==> config.mk <==
export PLATFORM = sky130hd
export DESIGN_NAME = piece_sequencer
export DESIGN_NICKNAME = d
export VERILOG_FILES = /design/src/rtl/piece_sequencer.sv
export SDC_FILE = /design/constraint.sdc
export NUM_CORES = 1
export LEC_CHECK = 0
export ABC_AREA = 1
export ABC_CLOCK_PERIOD_IN_PS = 3100
export CAP_MARGIN = 30
export CORE_ASPECT_RATIO = 1.75
export CORE_MARGIN = 4
export CORE_UTILIZATION = 50
export DETAILED_ROUTE_END_ITERATION = 12
export GPL_ROUTABILITY_DRIVEN = 0
export PLACE_DENSITY = 0.75
export SKIP_CTS_REPAIR_TIMING = 1
export SLEW_MARGIN = 20
export SYNTH_ARGS = -nofsm -noshare
export SYNTH_HDL_FRONTEND = slang
export SYNTH_SLANG_ARGS = --single-unit
==> constraint.sdc <==
create_clock -name clk_i -period 3.1 [get_ports clk_i]
set_input_delay 0.465 -clock clk_i [delete_from_list [all_inputs] [get_ports clk_i]]
set_output_delay 0.465 -clock clk_i [all_outputs]
set_load 0.01 [all_outputs]
==> src/rtl/piece_sequencer.sv <==
// Tetromino sequencer: a Galois LFSR feeds an NES-style reroll drawer into a circular preview queue.
// Defining BAG7_EN swaps the draw rule for a 7-bag randomizer and exposes its used mask on Avalon address 1.
module piece_sequencer #(
    parameter int QDEPTH = 4,
    parameter int CNT_W  = 16
) (
    input  logic        clk_i,
    input  logic        reset_i,
    input  logic [31:0] seed_in_i,
    input  logic        start_i,
    input  logic        piece_req_i,
    output logic        piece_valid_o,
    output logic [2:0]  piece_out_o,
    output logic [2:0]  preview_out_o,
    input  logic        avl_read_i,
    input  logic        avl_cs_i,
    input  logic [1:0]  avl_addr_i,
    output logic [31:0] avl_readdata_o
);

    localparam int PW = (QDEPTH > 1) ? $clog2(QDEPTH) : 1;
    localparam int CW = $clog2(QDEPTH + 1);
    localparam logic [31:0] POLY = 32'h80200003;

    typedef enum logic [1:0] {IDLE, SEED, FILL, READY} state_t;

    state_t           state_q, state_d;
    logic [31:0]      lfsr_q, lfsr_d, lfsrStep;
    logic [2:0]       queue_q [QDEPTH];
    logic [2:0]       queue_d [QDEPTH];
    logic [PW-1:0]    head_q, head_d, tail_q, tail_d;
    logic [CW-1:0]    count_q, count_d;
    logic [2:0]       last_q, last_d;
    logic [CNT_W-1:0] draws_q, draws_d;
    logic             valid_q, valid_d;
    logic [2:0]       piece_q, piece_d, preview_q, preview_d;
    logic [31:0]      rdata_q, rdata_d;
    logic [2:0]       drawPiece;
    logic             doPop, doPush;

    function automatic logic [PW-1:0] incPtr(input logic [PW-1:0] p);
        return (p == PW'(QDEPTH - 1)) ? '0 : p + PW'(1);
    endfunction

`ifdef BAG7_EN
    logic [6:0] mask_q, mask_d;
    logic [2:0] bagBase, bagIdx;
    logic [3:0] bagSum;
    logic       bagFound;

    // Scan upward from the LFSR pick for the first id not yet dealt in this bag.
    always_comb begin
        bagBase   = (lfsr_q[2:0] == 3'd7) ? 3'd0 : lfsr_q[2:0];
        drawPiece = bagBase;
        bagFound  = 1'b0;
        bagSum    = '0;
        bagIdx    = '0;
        for (int k = 0; k < 7; k++) begin
            bagSum = {1'b0, bagBase} + 4'(k);
            bagIdx = (bagSum >= 4'd7) ? 3'(bagSum - 4'd7) : 3'(bagSum);
            if (!bagFound && !mask_q[bagIdx]) begin
                drawPiece = bagIdx;
                bagFound  = 1'b1;
            end
        end
    end
`else
    logic [3:0] rerollSum;
    logic [2:0] rerollPiece;

    always_comb begin
        rerollSum   = {1'b0, lfsr_q[10:8]} + {1'b0, last_q};
        rerollPiece = (rerollSum >= 4'd7) ? 3'(rerollSum - 4'd7) : 3'(rerollSum);
        drawPiece   = (lfsr_q[2:0] == 3'd7 || lfsr_q[2:0] == last_q) ? rerollPiece : lfsr_q[2:0];
    end
`endif

    always_comb begin
        lfsrStep = {1'b0, lfsr_q[31:1]} ^ (lfsr_q[0] ? POLY : 32'h0);
        state_d  = state_q;
        lfsr_d   = lfsr_q;
        queue_d  = queue_q;
        head_d   = head_q;
        tail_d   = tail_q;
        count_d  = count_q;
        last_d   = last_q;
        draws_d  = draws_q;
        doPop    = 1'b0;
        doPush   = 1'b0;
`ifdef BAG7_EN
        mask_d   = mask_q;
`endif
        // START wins over any pop in the same cycle; the draw counter survives a reseed.
        if (start_i) begin
            state_d = SEED;
            lfsr_d  = (seed_in_i == 32'h0) ? 32'h1 : seed_in_i;
            head_d  = '0;
            tail_d  = '0;
            count_d = '0;
            last_d  = 3'd0;
`ifdef BAG7_EN
            mask_d  = '0;
`endif
        end else begin
            unique case (state_q)
                IDLE: state_d = IDLE;
                SEED: state_d = FILL;
                FILL, READY: begin
                    lfsr_d = lfsrStep;
                    doPop  = piece_req_i && valid_q;
                    doPush = (state_q == FILL) && (count_q != CW'(QDEPTH));
                    if (doPop) begin
                        head_d = incPtr(head_q);
                    end
                    if (doPush) begin
                        queue_d[tail_q] = drawPiece;
                        tail_d          = incPtr(tail_q);
                        last_d          = drawPiece;
                        draws_d         = draws_q + CNT_W'(1);
`ifdef BAG7_EN
                        mask_d = mask_q | (7'd1 << drawPiece);
                        if (mask_d == 7'h7F) begin
                            mask_d = '0;
                        end
`endif
                    end
                    if (doPush && !doPop) begin
                        count_d = count_q + CW'(1);
                    end else if (doPop && !doPush) begin
                        count_d = count_q - CW'(1);
                    end
                    state_d = (count_d == CW'(QDEPTH)) ? READY : FILL;
                end
                default: state_d = IDLE;
            endcase
        end

        valid_d   = (count_d != '0) && (state_d == FILL || state_d == READY);
        piece_d   = (count_d != '0) ? queue_d[head_d] : 3'd0;
        preview_d = (count_d >= CW'(2)) ? queue_d[incPtr(head_d)] : 3'd0;

        rdata_d = rdata_q;
        if (avl_read_i && avl_cs_i) begin
            unique case (avl_addr_i)
                2'd0: rdata_d = {valid_q, 25'b0, 3'(count_q), piece_q};
`ifdef BAG7_EN
                2'd1: rdata_d = {17'b0, mask_q, 5'b0, preview_q};
`else
                2'd1: rdata_d = {29'b0, preview_q};
`endif
                2'd2: rdata_d = 32'(draws_q);
                default: rdata_d = lfsr_q;
            endcase
        end
    end

    always_ff @(posedge clk_i) begin
        if (reset_i) begin
            state_q   <= IDLE;
            lfsr_q    <= 32'h1;
            for (int i = 0; i < QDEPTH; i++) begin
                queue_q[i] <= 3'd0;
            end
            head_q    <= '0;
            tail_q    <= '0;
            count_q   <= '0;
            last_q    <= 3'd0;
            draws_q   <= '0;
            valid_q   <= 1'b0;
            piece_q   <= 3'd0;
            preview_q <= 3'd0;
            rdata_q   <= 32'h0;
`ifdef BAG7_EN
            mask_q    <= '0;
`endif
        end else begin
            state_q   <= state_d;
            lfsr_q    <= lfsr_d;
            queue_q   <= queue_d;
            head_q    <= head_d;
            tail_q    <= tail_d;
            count_q   <= count_d;
            last_q    <= last_d;
            draws_q   <= draws_d;
            valid_q   <= valid_d;
            piece_q   <= piece_d;
            preview_q <= preview_d;
            rdata_q   <= rdata_d;
`ifdef BAG7_EN
            mask_q    <= mask_d;
`endif
        end
    end

    assign piece_valid_o  = valid_q;
    assign piece_out_o    = piece_q;
    assign preview_out_o  = preview_q;
    assign avl_readdata_o = rdata_q;

endmodule

Yosys cells after proc, flatten, opt, wreduce, memory -nomap -nowiden
Cells that the tools add are included.
{ "classes": {"add_sub_neg": 8, "n_eq_ne": 14, "n_lt_le_gt_ge": 6, "n_reduce_logical": 22, "n_mux": 34, "bitwise": 7} }
{ "op_table": {"columns": ["op", "count"], "rows": [
  ["$mux 32", 4],
  ["$pmux 32 s3", 1],
  ["$mux 3", 13],
  ["$mux 12", 3],
  ["$logic_not 32->1", 1],
  ["$xor 31x32->32", 1],
  ["$add 16x1->16 const B", 1],
  ["$eq 2x2->1 const B", 8],
  ["$mux 2", 7],
  ["$bmux 3 s2", 2],
  ["$bwmux 12", 1],
  ["$ge 3x3->1 const B", 3],
  ["$not 2->3", 3],
  ["$reduce_or 2->1", 4],
  ["$logic_and 1x1->1", 7],
  ["$add 2x1->2 const B", 3],
  ["$demux 3 s2", 1],
  ["$eq 3x3->1 const B", 2],
  ["$pmux 2 s3", 1],
  ["$add 3x3->4", 1],
  ["$eq 2x1->1 const B", 2],
  ["$ge 4x3->1 const B", 1],
  ["$logic_not 2->1", 2],
  ["$add 3x1->3 const B", 1],
  ["14 further kinds", 18]
]} }
{ "word_totals": {"output_inout_bits": 39, "elab_cells": 106, "input_bits": 40, "reg_bits": 111} }

Depth between registers and ports, before layout
Gate-level depths: netlist (run 1).
{ "logic_depth": {"ltp_word": 15, "depth_mapped": 15, "mapped_depth_nobuf": 15} }

Worst setup path before layout (run 1)
No wires, ideal clock.
{ "synth_timing": {"kind": "register to register", "start": "register last_q[0]", "end": "register preview_q[1], in the netlist preview_out_o[1]", "t_arrival_ps": 2017, "required_ps": 2984, "path_slack_ps": 968, "setup_time_ps": 116, "synth_period_minus_slack_ps": 2132, "path_stages_with_launch": 16, "path_buffers": 0, "cell_sequence": "dfxtp_1 -> ha_1 -> inv_1 -> fa_1 -> inv_1 -> ha_1 -> nand3_1 -> nand2_1 -> nand2_1 -> nand2_1 -> nand2_1 -> nand3_1 -> nand3_1 -> nand2_1 -> nor2_1 -> nor2_1"} }
{ "synth_between": {"elab_chain_cells": 11, "elab_cells_between_ends": 14, "classes_between": "add/sub (2); order compare (1); eq/ne (1); mux (9); reduce/logical (1)"} }
{ "synth_rtl": {"columns": ["item", "line", "source"], "rows": [
  ["from (decl)", "33", "logic [2:0] last_q, last_d;"],
  ["from (signal assigned)", "183", "last_q <= last_d;"],
  ["$add 3x3->4", "72", "rerollSum = {1'b0, lfsr_q[10:8]} + {1'b0, last_q};"],
  ["$ge 4x3->1 or $sub 3x3->3 (tied branches)", "73", "rerollPiece = (rerollSum >= 4'd7) ? 3'(rerollSum - 4'd7) : 3'(rerollSum);"],
  ["$mux 3", "73", null],
  ["$mux 3 (*)", "74", "drawPiece = (lfsr_q[2:0] == 3'd7 || lfsr_q[2:0] == last_q) ? rerollPiece : lfsr_q[2:0];"],
  ["$bwmux 12 (*)", "116", "queue_d[tail_q] = drawPiece;"],
  ["$mux 12 (*)", "115", "if (doPush) begin"],
  ["$mux 12 (*)", "105", "unique case (state_q)"],
  ["$mux 12 (*)", "94", "if (start_i) begin"],
  ["$bmux 3 s2 (*)", "140", "preview_d = (count_d >= CW'(2)) ? queue_d[incPtr(head_d)] : 3'd0;"],
  ["$mux 3 (not written as such) (*) (2 in series)", "140", null],
  ["to (signal assigned)", "187", "preview_q <= preview_d;"],
  ["to (decl)", "36", "logic [2:0] piece_q, piece_d, preview_q, preview_d;"]
]} }
Mark *: on every way between the ends. The rest lies on a longest branch, timed or not. The select of a mux whose other input is x is not followed.
A chain may end at the register's enable or synchronous reset.

Worst setup path in the final report (run 1)
{ "layout_timing": {"start": "register lfsr_q[8]", "end": "register piece_q[1], in the netlist piece_out_o[1]"} }
{ "layout_between": {"elab_chain_cells": 11, "elab_cells_between_ends": 12, "classes_between": "add/sub (2); order compare (1); mux (9)"} }
{ "layout_rtl": {"columns": ["item", "line", "source"], "rows": [
  ["from (decl)", "28", "logic [31:0] lfsr_q, lfsr_d, lfsrStep;"],
  ["from (signal assigned)", "178", "lfsr_q <= lfsr_d;"],
  ["$add 3x3->4 (*)", "72", null],
  ["$ge 4x3->1 or $sub 3x3->3 (tied branches)", "73", null],
  ["$mux 3 (*)", "73", null],
  ["$mux 3 (*)", "74", null],
  ["$bwmux 12 (*)", "116", null],
  ["$mux 12 (*)", "115", null],
  ["$mux 12 (*)", "105", null],
  ["$mux 12 (*)", "94", null],
  ["$bmux 3 s2 (*)", "139", "piece_d = (count_d != '0) ? queue_d[head_d] : 3'd0;"],
  ["$mux 3 (not written as such) (*) (2 in series)", "139", null],
  ["to (signal assigned)", "186", "piece_q <= piece_d;"],
  ["to (decl)", "36", null]
]} }
Marks and branches as above.

==> results of run 1 <==
[worst max-delay path, delay by kind of cell, from the launching register on]
kind	cells	cell delay [ns]
buf+inv	2	0.12
flops	1	0.40
simple gates	10	1.07
fa+ha+maj	3	0.89
[cell usage in the layout, fill, tap and decap left out, types with 3 or more instances in the layout]
cell type	instances
nand2_1	153
dfxtp_1	111
nor2_1	94
inv_1	82
clkdlybuf4s50_1	77
o21ai_0	51
nand3_1	50
a21oi_1	29
a211oi_1	27
a22oi_1	15
ha_1	14
a31oi_1	13
clkbuf_16	9
nor2_2	8
or2_2	8
nand4_1	8
buf_4	8
nor3_1	7
a41oi_1	5
a221oi_1	5
inv_2	4
o21a_1	4
o221ai_1	3
o211ai_1	3
[stage by stage]
stage	util, %	cell area, um^2	power (mW)
floorplan	-	5310	1.69
global route	63.1	6500	3.10
CTS	63.1	6500	3.00
global placement	60.1	6190	1.81
detailed placement	60.1	6190	1.82
finish	63.1	6500	2.99
[per-layer routing]
metal	vias to the layer above	GRT usage (%)
li1	2587	-
met1	2537	24.3
met2	155	46.8
met3	52	3.71
met4	0	14.8
met5	-	0
[worst paths after layout]
kind                            slack, ns                    start                         to  depth (start not counted)
worst max-delay path                 0.52   lfsr_q[8]$_SDFFE_PP0P_  piece_out_o[1]$_SDFF_PP0_                         15
worst min-delay path                 0.48  draws_q[7]$_SDFFE_PP0P_    draws_q[7]$_SDFFE_PP0P_                          2
worst max register to register       0.52   lfsr_q[8]$_SDFFE_PP0P_  piece_out_o[1]$_SDFF_PP0_                         15
worst min register to register       0.48  draws_q[7]$_SDFFE_PP0P_    draws_q[7]$_SDFFE_PP0P_                          2
[sequential cells by signal, indices dropped and copies added, names as in the netlist]
signal	flops
piece_out_o	3
state_q	2
tail_q	2
queue_q	12
lfsr_q	32
head_q	2
preview_out_o	3
avl_readdata_o	32
count_q	3
piece_valid_o	1
draws_q	16
last_q	3
[layout make-up]
| class | count | area (um^2) |
|---|---|---|
| Tap cell | 127 | 159 |
| Sequential cell | 111 | 2220 |
| Clock buffer | 12 | 256 |
| Fill cell | 918 | 3800 |
| Clock inverter | 4 | 52.6 |
| Inverter | 87 | 327 |
| Timing Repair Buffer | 86 | 836 |
| Multi-Input combinational cell | 511 | 2640 |
[logic make-up after synthesis]
logic type                 Yosys count
adders and majority gates           15
AOI/OAI and AO/OA                  159
buffers and inverters              115
and+or+nand+nor                    335
xor gates and xnor gates             2
DFF                                111
[report_power, final]
| group | total [mW] | internal, mW | switching (mW) |
|---|---|---|---|
| Combinational | 0.281 | 0.117 | 0.164 |
| Clock | 1.20 | 0.675 | 0.525 |
| Sequential | 1.51 | 1.47 | 0.0414 |
==> results.py, run 1 <==
metrics = {
    "outcome": {
        "status": "complete, no violations",
    },
    "logic_synthesis": {
        "post-synth-top-count-cell": "nand2_1",
        "synth_compound_area_share_pct": 18.8,
        "ys_seq_elements": 111,
        "yosys.area_share.simple_pct": 27.0,
        "synthMuxAreaShare_pct": 0,
        "yosys_warnings": 0,
        "yosysSeqAreaShare_pct": 41.9,
        "async_reset_ff_share_pct": 0,
        "syn-num-nets": 792,
        "synth_top_area_cell": "dfxtp_1",
        "syn_area_per_cell_um2": 7.20,
        "synthFlopType": "dfxtp_1",
        "synth_commonest_cells": "nand2_1, dfxtp_1, nor2_1",
        "syn_area_um2": 5310,
        "yosys-top-cells-area": "dfxtp_1, nand2_1, nor2_1",
        "synth_cell_type_count": 37,
        "synth_adder_area_share_pct": 3.68,
        "synth_top_area_share_pct": 41.9,
        "syn_inst": 737,
        "synth_edf_count": 0,
        "synth_xor_area_share_pct": 0.330,
        "synth_top_family_by_area": "simple AND/OR/NAND/NOR gates",
    },
    "die": {
        "design.die.area_um2": 12400,
        "rows": 49,
        "dieHeight_um": 144,
        "start_util_pct": 51.5,
        "die_w_um": 85.9,
        "ios": 79,
        "core_area_um2": 10300,
    },
    "drt": {
        "num_vias": 5331,
        "routed.top_layer": "met4",
        "vias_per_cell": 5.68,
        "first_pass_iters": 5,
        "drt_first_iter_violations": 332,
        "drc_errors": 0,
        "wirelength_met1_um": 5600,
        "met2WireLength_um": 8180,
        "drt_wl_total_um": 15100,
        "drtAntennaViolNets": 0,
        "met3_length_um": 564,
        "wl_per_cell_um": 16.1,
    },
    "grt": {
        "grt_max_degree": 52,
        "gr-total-overflow": 0,
        "grt_pass1_vias": 5270,
        "grt_antenna_before_repair": 0,
        "track_usage_pct": 24.5,
        "grt_first_pass_wirelength_um": 24200,
    },
    "cells_and_area": {
        "n_antenna_cell": 0,
        "nets": 861,
        "layout-drive-gt1-share_pct": 6.54,
        "final-instance-count-excl-fill": 938,
        "area_growth_pct": 22.5,
    },
    "critical_path": {
        "worstSetupPathType": "flop to flop",
        "worstPathRequired_ns": 3.34,
        "max_stage_delay_ns": 0.48,
        "critical_path_arrival_ns": 2.82,
        "crit_fanout": 5,
        "end_kind": "flop",
        "cp-start-kind": "flop",
        "path_common_cell": "nand2_1",
        "path_cells": "ha_1, inv_1, fa_1, inv_1, ha_1, nand3_1, nand2_1, nand2_1, nand2_1, nand2_1, nand3_1, nand3_1, nand2_1, nor2_1, nor2_1",
        "cp_slowest_cell": "fa_1",
    },
    "placed_design": {
        "pre_cts_slack_ns": 0.487,
        "io_buffer_count": 78,
        "place_inst": 922,
        "hpwl_um": 11400,
    },
    "power": {
        "p_leak_nw": 2.69,
        "power_density_nw_per_um2": 461,
        "vdd_drop_max_mv": 0.305,
    },
    "sta": {
        "fin_ws_ns": 0.516,
        "drv_slew": 0,
        "fmax_mhz": 387,
        "tightestPinTransition_ns": 0.574,
        "post-route-period-util_pct": 83.4,
        "skew_ns": 0.00704,
        "hold_viol": 0,
        "fin_setup_tns_ns": 0,
        "slew_headroom_pct": 61.7,
        "rsz0062_at_grt": "false",
        "setup_viol": 0,
        "fin_hold_ws_ns": 0.477,
        "min_period_ns": 2.58,
    },
    "min_path": {
        "hp-class": "flop to flop",
    },
    "clock_network": {
        "cts.sinks": 111,
        "cts_buffers": 9,
        "clk_latency_ns": 0.35,
        "cts_buffer_depth": 2,
        "cts_tree": "yes",
        "cts-htree-levels": 3,
        "cts_root_buf": "clkbuf_16",
        "clk_pin_slew_worst_paths_ns": 0.07,
    },
    "job": {
        "drv_cap": 0,
    },
}
Note: power is estimated with default switching activity, not from simulation.
==> inputs of run 2 (changes only) <==
--- a/config.mk
+++ b/config.mk
@@ -6,7 +6,7 @@
 export NUM_CORES = 1
 export LEC_CHECK = 0
 export ABC_AREA = 1
-export ABC_CLOCK_PERIOD_IN_PS = 3100
+export ABC_CLOCK_PERIOD_IN_PS = 2500
 export CAP_MARGIN = 30
 export CORE_ASPECT_RATIO = 1.75
 export CORE_MARGIN = 4
==> constraint.sdc (replaced) <==
create_clock -name clk_i -period 2.5 [get_ports clk_i]
set_input_delay 0.375 -clock clk_i [delete_from_list [all_inputs] [get_ports clk_i]]
set_output_delay 0.375 -clock clk_i [all_outputs]
set_load 0.01 [all_outputs]
==> results.py, run 2 (synthesis gave the netlist of run 1 again) <==
metrics = {
    "cells_and_area": {
        "final-instance-count-excl-fill": 941,
        "nets": 864,
        "mostFrequentLayoutCell": "nand2_1",
        "layout-drive-gt1-share_pct": 7.74,
        "fin_util_pct": 63.9,
        "area_growth_pct": 24.1,
        "final_cell_mix": "nand2_1, dfxtp_1, nor2_1",
        "fin_area_um2": 6580,
        "n_antenna_cell": 0,
    },
    "die": {
        "design.die.area_um2": 12400,
        "die_w_um": 85.9,
        "ios": 79,
        "dieHeight_um": 144,
        "start_util_pct": 51.5,
        "core_area_um2": 10300,
        "rows": 49,
    },
    "clock_network": {
        "cts_buffers": 9,
        "cts_root_buf": "clkbuf_16",
        "clk_latency_ns": 0.35,
        "cts_tree": "yes",
        "cts-htree-levels": 3,
        "cts_buffer_depth": 2,
        "cts.sinks": 111,
        "clk_pin_slew_worst_paths_ns": 0.07,
    },
    "critical_path": {
        "worstPathRequired_ns": 2.75,
        "end_kind": "flop",
        "max_stage_delay_ns": 0.48,
        "critical_path_arrival_ns": 2.59,
        "crit_fanout": 5,
        "worstSetupPathType": "flop to flop",
        "ff2ff_setup_slack_ns": 0.15,
        "r2r_cells": 15,
        "r2r-start": "lfsr_q[8]$_SDFFE_PP0P_",
        "path_common_cell": "nand2_1",
        "r2r_end": "piece_out_o[0]$_SDFF_PP0_",
        "path_cells": "ha_1, inv_1, fa_1, inv_1, ha_1, nand3_2, nand2_1, nand2_1, nand2_1, nand2_2, nand3_1, nand3_1, nand2_1, nor2_1, nor2_1",
        "cp_slowest_cell": "fa_1",
        "cp-start-kind": "flop",
    },
    "drt": {
        "vias_per_cell": 5.67,
        "num_vias": 5333,
        "drt_first_iter_violations": 397,
        "drc_errors": 0,
        "first_pass_iters": 5,
        "wl_per_cell_um": 16.3,
        "drt_wl_total_um": 15300,
        "drtAntennaViolNets": 0,
    },
    "grt": {
        "grt_pass1_vias": 5274,
        "grt_antenna_before_repair": 0,
        "grt_first_pass_wirelength_um": 24500,
        "grt_max_degree": 39,
        "gr-total-overflow": 0,
        "track_usage_pct": 25.1,
    },
    "power": {
        "power_mw": 3.83,
        "vdd_drop_max_mv": 0.393,
        "p_leak_nw": 2.72,
        "power_density_nw_per_um2": 581,
    },
    "placed_design": {
        "hpwl_um": 11500,
        "dpl_cell_area_um2": 6230,
        "place_inst": 925,
        "pre_cts_slack_ns": 0.000653,
        "io_buffer_count": 78,
    },
    "min_path": {
        "hp-class": "input pin to flop",
        "holdPathEnd": "avl_readdata_o[4]$_SDFFE_PP0P_",
        "holdPathStages": 4,
        "min_from": "reset_i",
    },
    "sta": {
        "rsz0062_at_grt": "true",
        "fin_ws_ns": 0.153,
        "tightestPinTransition_ns": 0.628,
        "slew_headroom_pct": 58.2,
        "post-route-period-util_pct": 93.9,
        "min_period_ns": 2.35,
        "drv_slew": 0,
        "fin_setup_tns_ns": 0,
        "setup_viol": 0,
        "fmax_mhz": 426,
        "skew_ns": 0.0118,
        "hold_viol": 0,
        "fin_hold_ws_ns": 0.435,
    },
    "job": {
        "drv_cap": 0,
    },
    "outcome": {
        "status": "complete, no violations",
    },
}
## run 2: cell types whose count changed in the layout (fill, tap and decap cells not counted), sizes merged
cell,previous run,this run
buf,9,12
bufinv,1,2
clkinv,3,2
clkbuf,12,11
inv,87,88
## run 2: final cells by class
type / instances / area (um^2)
multi-input combinational: 511 / 2660
clock inverter: 5 / 86.3
inverter: 87 / 327
tap: 127 / 159
sequential: 111 / 2220
clock buffer: 11 / 243
fill: 913 / 3720
timing repair buffer: 89 / 883
## run 2: how the worst max path moves through the flow
stage | from | end | slack, ns | cells after the start
detailed placement | lfsr_q[8]$_SDFFE_PP0P_ | piece_out_o[1]$_SDFF_PP0_ | 0.0007 | 15
global placement | last_q[0]$_SDFFE_PP0P_ | piece_out_o[1]$_SDFF_PP0_ | 0.09 | 15
CTS | lfsr_q[8]$_SDFFE_PP0P_ | piece_out_o[1]$_SDFF_PP0_ | -0.0008 | 15
global route | lfsr_q[8]$_SDFFE_PP0P_ | preview_out_o[0]$_SDFF_PP0_ | -0.002 | 15
finish | lfsr_q[8]$_SDFFE_PP0P_ | piece_out_o[0]$_SDFF_PP0_ | 0.15 | 15
floorplan | last_q[0]$_SDFFE_PP0P_ | preview_out_o[1]$_SDFF_PP0_ | 0.37 | 15
## run 2: report_power, final
group          leakage (nW)  switching [mW]  internal, mW  total, mW
sequential            0.905          0.0527          1.82       1.88
combinational          1.66           0.205         0.152      0.357
clock                 0.161           0.677         0.916       1.59
## run 2: critical path: cells and delay by family, from the launching register on
| family | cells | cell delay, ns |
|---|---|---|
| adder cells (fa/ha/maj) | 3 | 0.87 |
| buffers and inverters | 2 | 0.12 |
| flip-flops | 1 | 0.36 |
| AND/OR/NAND/NOR | 10 | 0.90 |
## run 2: per-layer routing
| layer | vias to the layer above | wire length, um | GRT usage (%) |
|---|---|---|---|
| met3 | 56 | 647 | 2.51 |
| met1 | 2501 | 5670 | 26.2 |
| met2 | 180 | 8200 | 47.2 |
| li1 | 2596 | - | - |
| met5 | - | 0 | 0 |
| met4 | 0 | 789 | 15.7 |
==> edit 1 (flow settings as in run 2) <==
`QDEPTH`: 4 -> 8.
--- a/src/rtl/piece_sequencer.sv
+++ b/src/rtl/piece_sequencer.sv
@@ -2,5 +2,5 @@
 // Defining BAG7_EN swaps the draw rule for a 7-bag randomizer and exposes its used mask on Avalon address 1.
 module piece_sequencer #(
-    parameter int QDEPTH = 4,
+    parameter int QDEPTH = 8,
     parameter int CNT_W  = 16
 ) (
Behaviour: not the same (a bounded check fails within 10 cycles, from zero or initial values and one cycle with reset_i high).
==> edit 1 against run 2 <==
The run now ends with setup timing left. Non-clock buffer count up 50. Synthesized area up 19%. Final cell count up 27%. Total power up 36%. Worst setup slack worse by 0.20 ns. Sequential cell count up 15. Via count up 28%. Final area up 30%. Routed wire length up 35%. Critical path type unchanged.
==> edit 1: results (changes against run 2) <==
* Clock skew at 0.01017 ns (was 0.01183 ns)
* Syn avg cell area at 7.138 um2 (was 7.198 um2)
* NumNets Final at 1067 (was 864)
* Final Setup Violations at 4 (was 0)
* Final worst slack at -0.05139 ns (was 0.1533 ns)
* Slowest library cell on the worst path: fa_1 (unchanged)
* Crit path largest cell delay at 0.55 ns (was 0.48 ns)
* Synth top cells by count: 179 x nand2_1, 126 x dfxtp_1, 109 x nand3_1 (was 153 x nand2_1, 111 x dfxtp_1, 94 x nor2_1)
* Synth Net Count at 943 (was 792)
* Hold crit path type: in2reg (unchanged)
* CP Max Fanout at 4 (was 5)
* Clock tree buffer depth at 2 (unchanged)
* Initial DRC Count at 460 (was 397)
* Port bufs at 78 (unchanged)
* CTS buffer count at 17 (was 9)
* Register area share after synthesis at 0.3979 (was 0.4189)
* Latest clock arrival within the worst-skew pair at 0.42 ns (was 0.35 ns)
* Ranking of synthesized cells by area: dfxtp_1 40%, nand2_1 11%, nand3_1 8.6% (was dfxtp_1 42%, nand2_1 11%, nor2_1 6.7%)
* Clk root buf: clkbuf_16 (unchanged)
* Routed vias at 6815 (was 5333)
* Arrival time worst endpoint at 2.86 ns (was 2.59 ns)
* Asr flop ratio synth at 0 (unchanged)
* Tightest Pin Transition at 0.6684 ns (was 0.6277 ns)
* Failing checks: setup timing
* Global-route wire length before repair at 31730 um (was 24530 um)
* Pre-CTS setup slack at -0.1782 ns (was 0.0006530 ns)
* Largest net degree at the start of global routing at 56 (was 39)
* Vias in the first global route at 6587 (was 5274)
* Peak VDD IR at 0.0004662 V (was 0.0003930 V)
* Leakage power at 3.565 nW (was 2.724 nW)
* Mean routed wirelength per cell at 17.38 um (was 16.27 um)
* Share of layout cells above drive strength 1 at 0.1815 (was 0.07740)
* Outcome: finished, violations left (was finished, final reports clean)
* Global-route usage over all layers at 0.2758 (was 0.2515)
* Post-route insts no fill at 1193 (was 941)
* DP HPWL at 14430 um (was 11530 um)
* YS warnings at 0 (unchanged)
* Unique masters post-synth at 43 (was 37)
* Antenna violations before repair at 0 (unchanged)
* Post-DP Area at 7631 um2 (was 6235 um2)
* Drt first pass iters at 5 (unchanged)
* Crit path from: last_q[0] (was lfsr_q[8])
* # diodes at 0 (unchanged)
* Crit-path leading delay family: adder cells (was simple AND/OR/NAND/NOR gates)
* Setup TNS at -0.1239 ns (was 0 ns)
* Hold path startpoint: reset_i (unchanged)
* Worst-path clk slew at 0.06 ns
* H-tree levels at 4 (was 3)
-- edit 1: layer usage --
metal,GRT usage,routed length [um],vias to the layer above
li1,-,-,3226
met5,0,0,-
met1,0.2727,7170,3144
met3,0.04782,1170,103
met4,0.2006,1474,0
met2,0.5074,10920,342
-- edit 1: area by class of cell --
class                      instances  area, um2
timing repair buffer             139       1270
fill                            1047       3874
sequential                       126       2527
tap                              168      210.2
multi-input combinational        632       3553
clock buffer                      18      429.2
clock inverter                    14      207.7
inverter                          96      360.3
-- edit 1: power by group --
part           internal [mW]  switching, mW
Combinational          0.174          0.250
Sequential              2.06         0.0524
Clock                   1.69          0.973
-- edit 1: path summary, 6_finish.rpt --
path	cells past startpoint	to	slack, ns
max	15	preview_out_o[0]	-0.05
min	2	queue_q[10]	0.33
max reg2reg	15	preview_out_o[0]	-0.05
min reg2reg	1	draws_q[15]	0.47
-- edit 1: cells by family after synthesis --
group / Yosys count / synth area share
AOI/OAI and AO/OA: 160 / 0.1561
xor gates and xnor gates: 5 / 0.006908
adders and majority gates: 15 / 0.03079
buffers and inverters: 130 / 0.08034
DFF: 126 / 0.3979
and+or+nand+nor: 452 / 0.3279
==> edit 2 (config.mk and constraints of run 2) <==
Made on the original files. Make the reset (`reset_i`) asynchronous in one clocked block.
--- a/src/rtl/piece_sequencer.sv
+++ b/src/rtl/piece_sequencer.sv
@@ -155,5 +155,5 @@
     end
 
-    always_ff @(posedge clk_i) begin
+    always_ff @(posedge clk_i or posedge reset_i) begin
         if (reset_i) begin
             state_q   <= IDLE;
Function: differs if reset_i is asserted again (counterexample within 4 cycles, from zero or initial values and one cycle with reset_i high); with reset_i held inactive, the same outputs for 4 cycles.
==> edit 2 against run 2 <==
Largest cell class is now sequential cells. Synthesized cell count down 9.9%. Routed wire length down 3.2%. Sequential cell count unchanged. Critical path type unchanged. Via count down 5.5%. Synthesized area up 5.5%. Worst setup slack better by 0.027 ns. Final area up 4.5%.
Power is not compared: it rests on default switching activity, and its combinational part moved more than twofold at a synthesized area within 25%.
==> edit 2: results (changes against run 2) <==
* Outcome: finished, final reports clean (unchanged)
* RR Endpoint: piece_out_o[1] (was piece_out_o[0])
* Post-synthesis compound-gate area fraction at 0.1142 (was 0.1880)
* Critical R2R Launch: last_q[0] (was lfsr_q[8])
* Syn avg cell area at 8.432 um2 (was 7.198 um2)
* Vias in the first global route at 5166 (was 5274)
* NumNets Final at 797 (was 864)
* Hold Slack at 0.4681 ns (was 0.4346 ns)
* Asr flop ratio synth at 1.000 (was 0)
* Mean routed wirelength per cell at 16.90 um (was 16.27 um)
* Tightest Pin Transition at 0.4466 ns (was 0.6277 ns)
* Largest net degree at the start of global routing at 62 (was 39)
* Global-route usage over all layers at 0.2370 (was 0.2515)
* Register area share after synthesis at 0.4963 (was 0.4189)
* Top_reg_cell synth: dfrtp_1 (was dfxtp_1)
* Adder-Cell Fraction of Synth Area at 0.03486 (was 0.03679)
* Clock skew at 0.009891 ns (was 0.01183 ns)
* Crit path largest cell delay at 0.51 ns (was 0.48 ns)
* Routed wire length at 14820 um (was 15310 um)
* DP HPWL at 10980 um (was 11530 um)
* Xor-xnor portion of the synthesized cell area at 0.02503 (was 0.003302)
* Initial DRC Count at 323 (was 397)
* Share of layout cells above drive strength 1 at 0.08568 (was 0.07740)
* Global-route wire length before repair at 24190 um (was 24530 um)
* Post-Place Cells at 861 (was 925)
* Synth top cells by count: 131 x nand2_1, 110 x dfrtp_1, 84 x nand3_1 (was 153 x nand2_1, 111 x dfxtp_1, 94 x nor2_1)
* Via-per-instance ratio at 5.749 (was 5.667)
-- edit 2: worst reg2reg max path, delay by kind of cell, from the launching register on --
kind / cells / cell delay [ns]
DFF: 1 / 0.42
adders and majority gates: 3 / 0.90
and+or+nand+nor: 9 / 0.91
-- edit 2: routing by layer --
layer / vias up / GRT usage / wire length [um]
met3: 38 / 0.03458 / 936
met1: 2435 / 0.2862 / 5720
li1: 2374 / - / -
met2: 195 / 0.4090 / 7730
met5: - / 0 / 0
met4: 0 / 0.1060 / 436
-- edit 2: worst max-delay path by stage --
stage	startpoint	end	slack (ns)	cells after the start
floorplan	lfsr_q[8]	preview_out_o[1]	0.40	12
global placement	last_q[0]	preview_out_o[0]	0.13	11
detailed placement	last_q[0]	preview_out_o[0]	0.09	11
CTS	last_q[0]	preview_out_o[0]	0.06	11
global route	last_q[0]	piece_out_o[1]	0.04	12
finish	last_q[0]	piece_out_o[1]	0.18	12
-- edit 2: logic make-up (layout without fill, tap and decap cells) --
| logic type | count (synthesis) | after routing |
|---|---|---|
| AND/OR/NAND/NOR | 302 | 302 |
| buffers and inverters | 112 | 195 |
| flip-flops | 111 | 111 |
| AO/OA/AOI/OAI | 108 | 108 |
| XOR/XNOR | 16 | 16 |
| adder cells (fa/ha/maj) | 15 | 15 |
-- edit 2: power by group --
group          internal, mW  switching (mW)
registers              2.03           0.205
clock network         0.788           0.678
logic                 0.453           0.582
-- edit 2: final cells by class --
| class | count | area share |
|---|---|---|
| clock inverter | 7 | 0.01146 |
| sequential | 111 | 0.4039 |
| timing repair buffer | 92 | 0.1306 |
| tap | 130 | 0.02364 |
| inverter | 87 | 0.04801 |
| clock buffer | 9 | 0.03273 |
| multi-input combinational | 441 | 0.3497 |
-- edit 2: through the flow --
step,util,setup slack (ns),total power [mW],area (um2)
after floorplan,-,0.3965,2.840,5603
after global placement,0.6055,0.1344,3.243,6554
after detailed placement,0.6055,0.09309,3.282,6554
after CTS,0.6336,0.06476,4.746,6858
after global routing,0.6357,0.03700,4.987,6880
final,0.6357,0.1799,4.735,6880
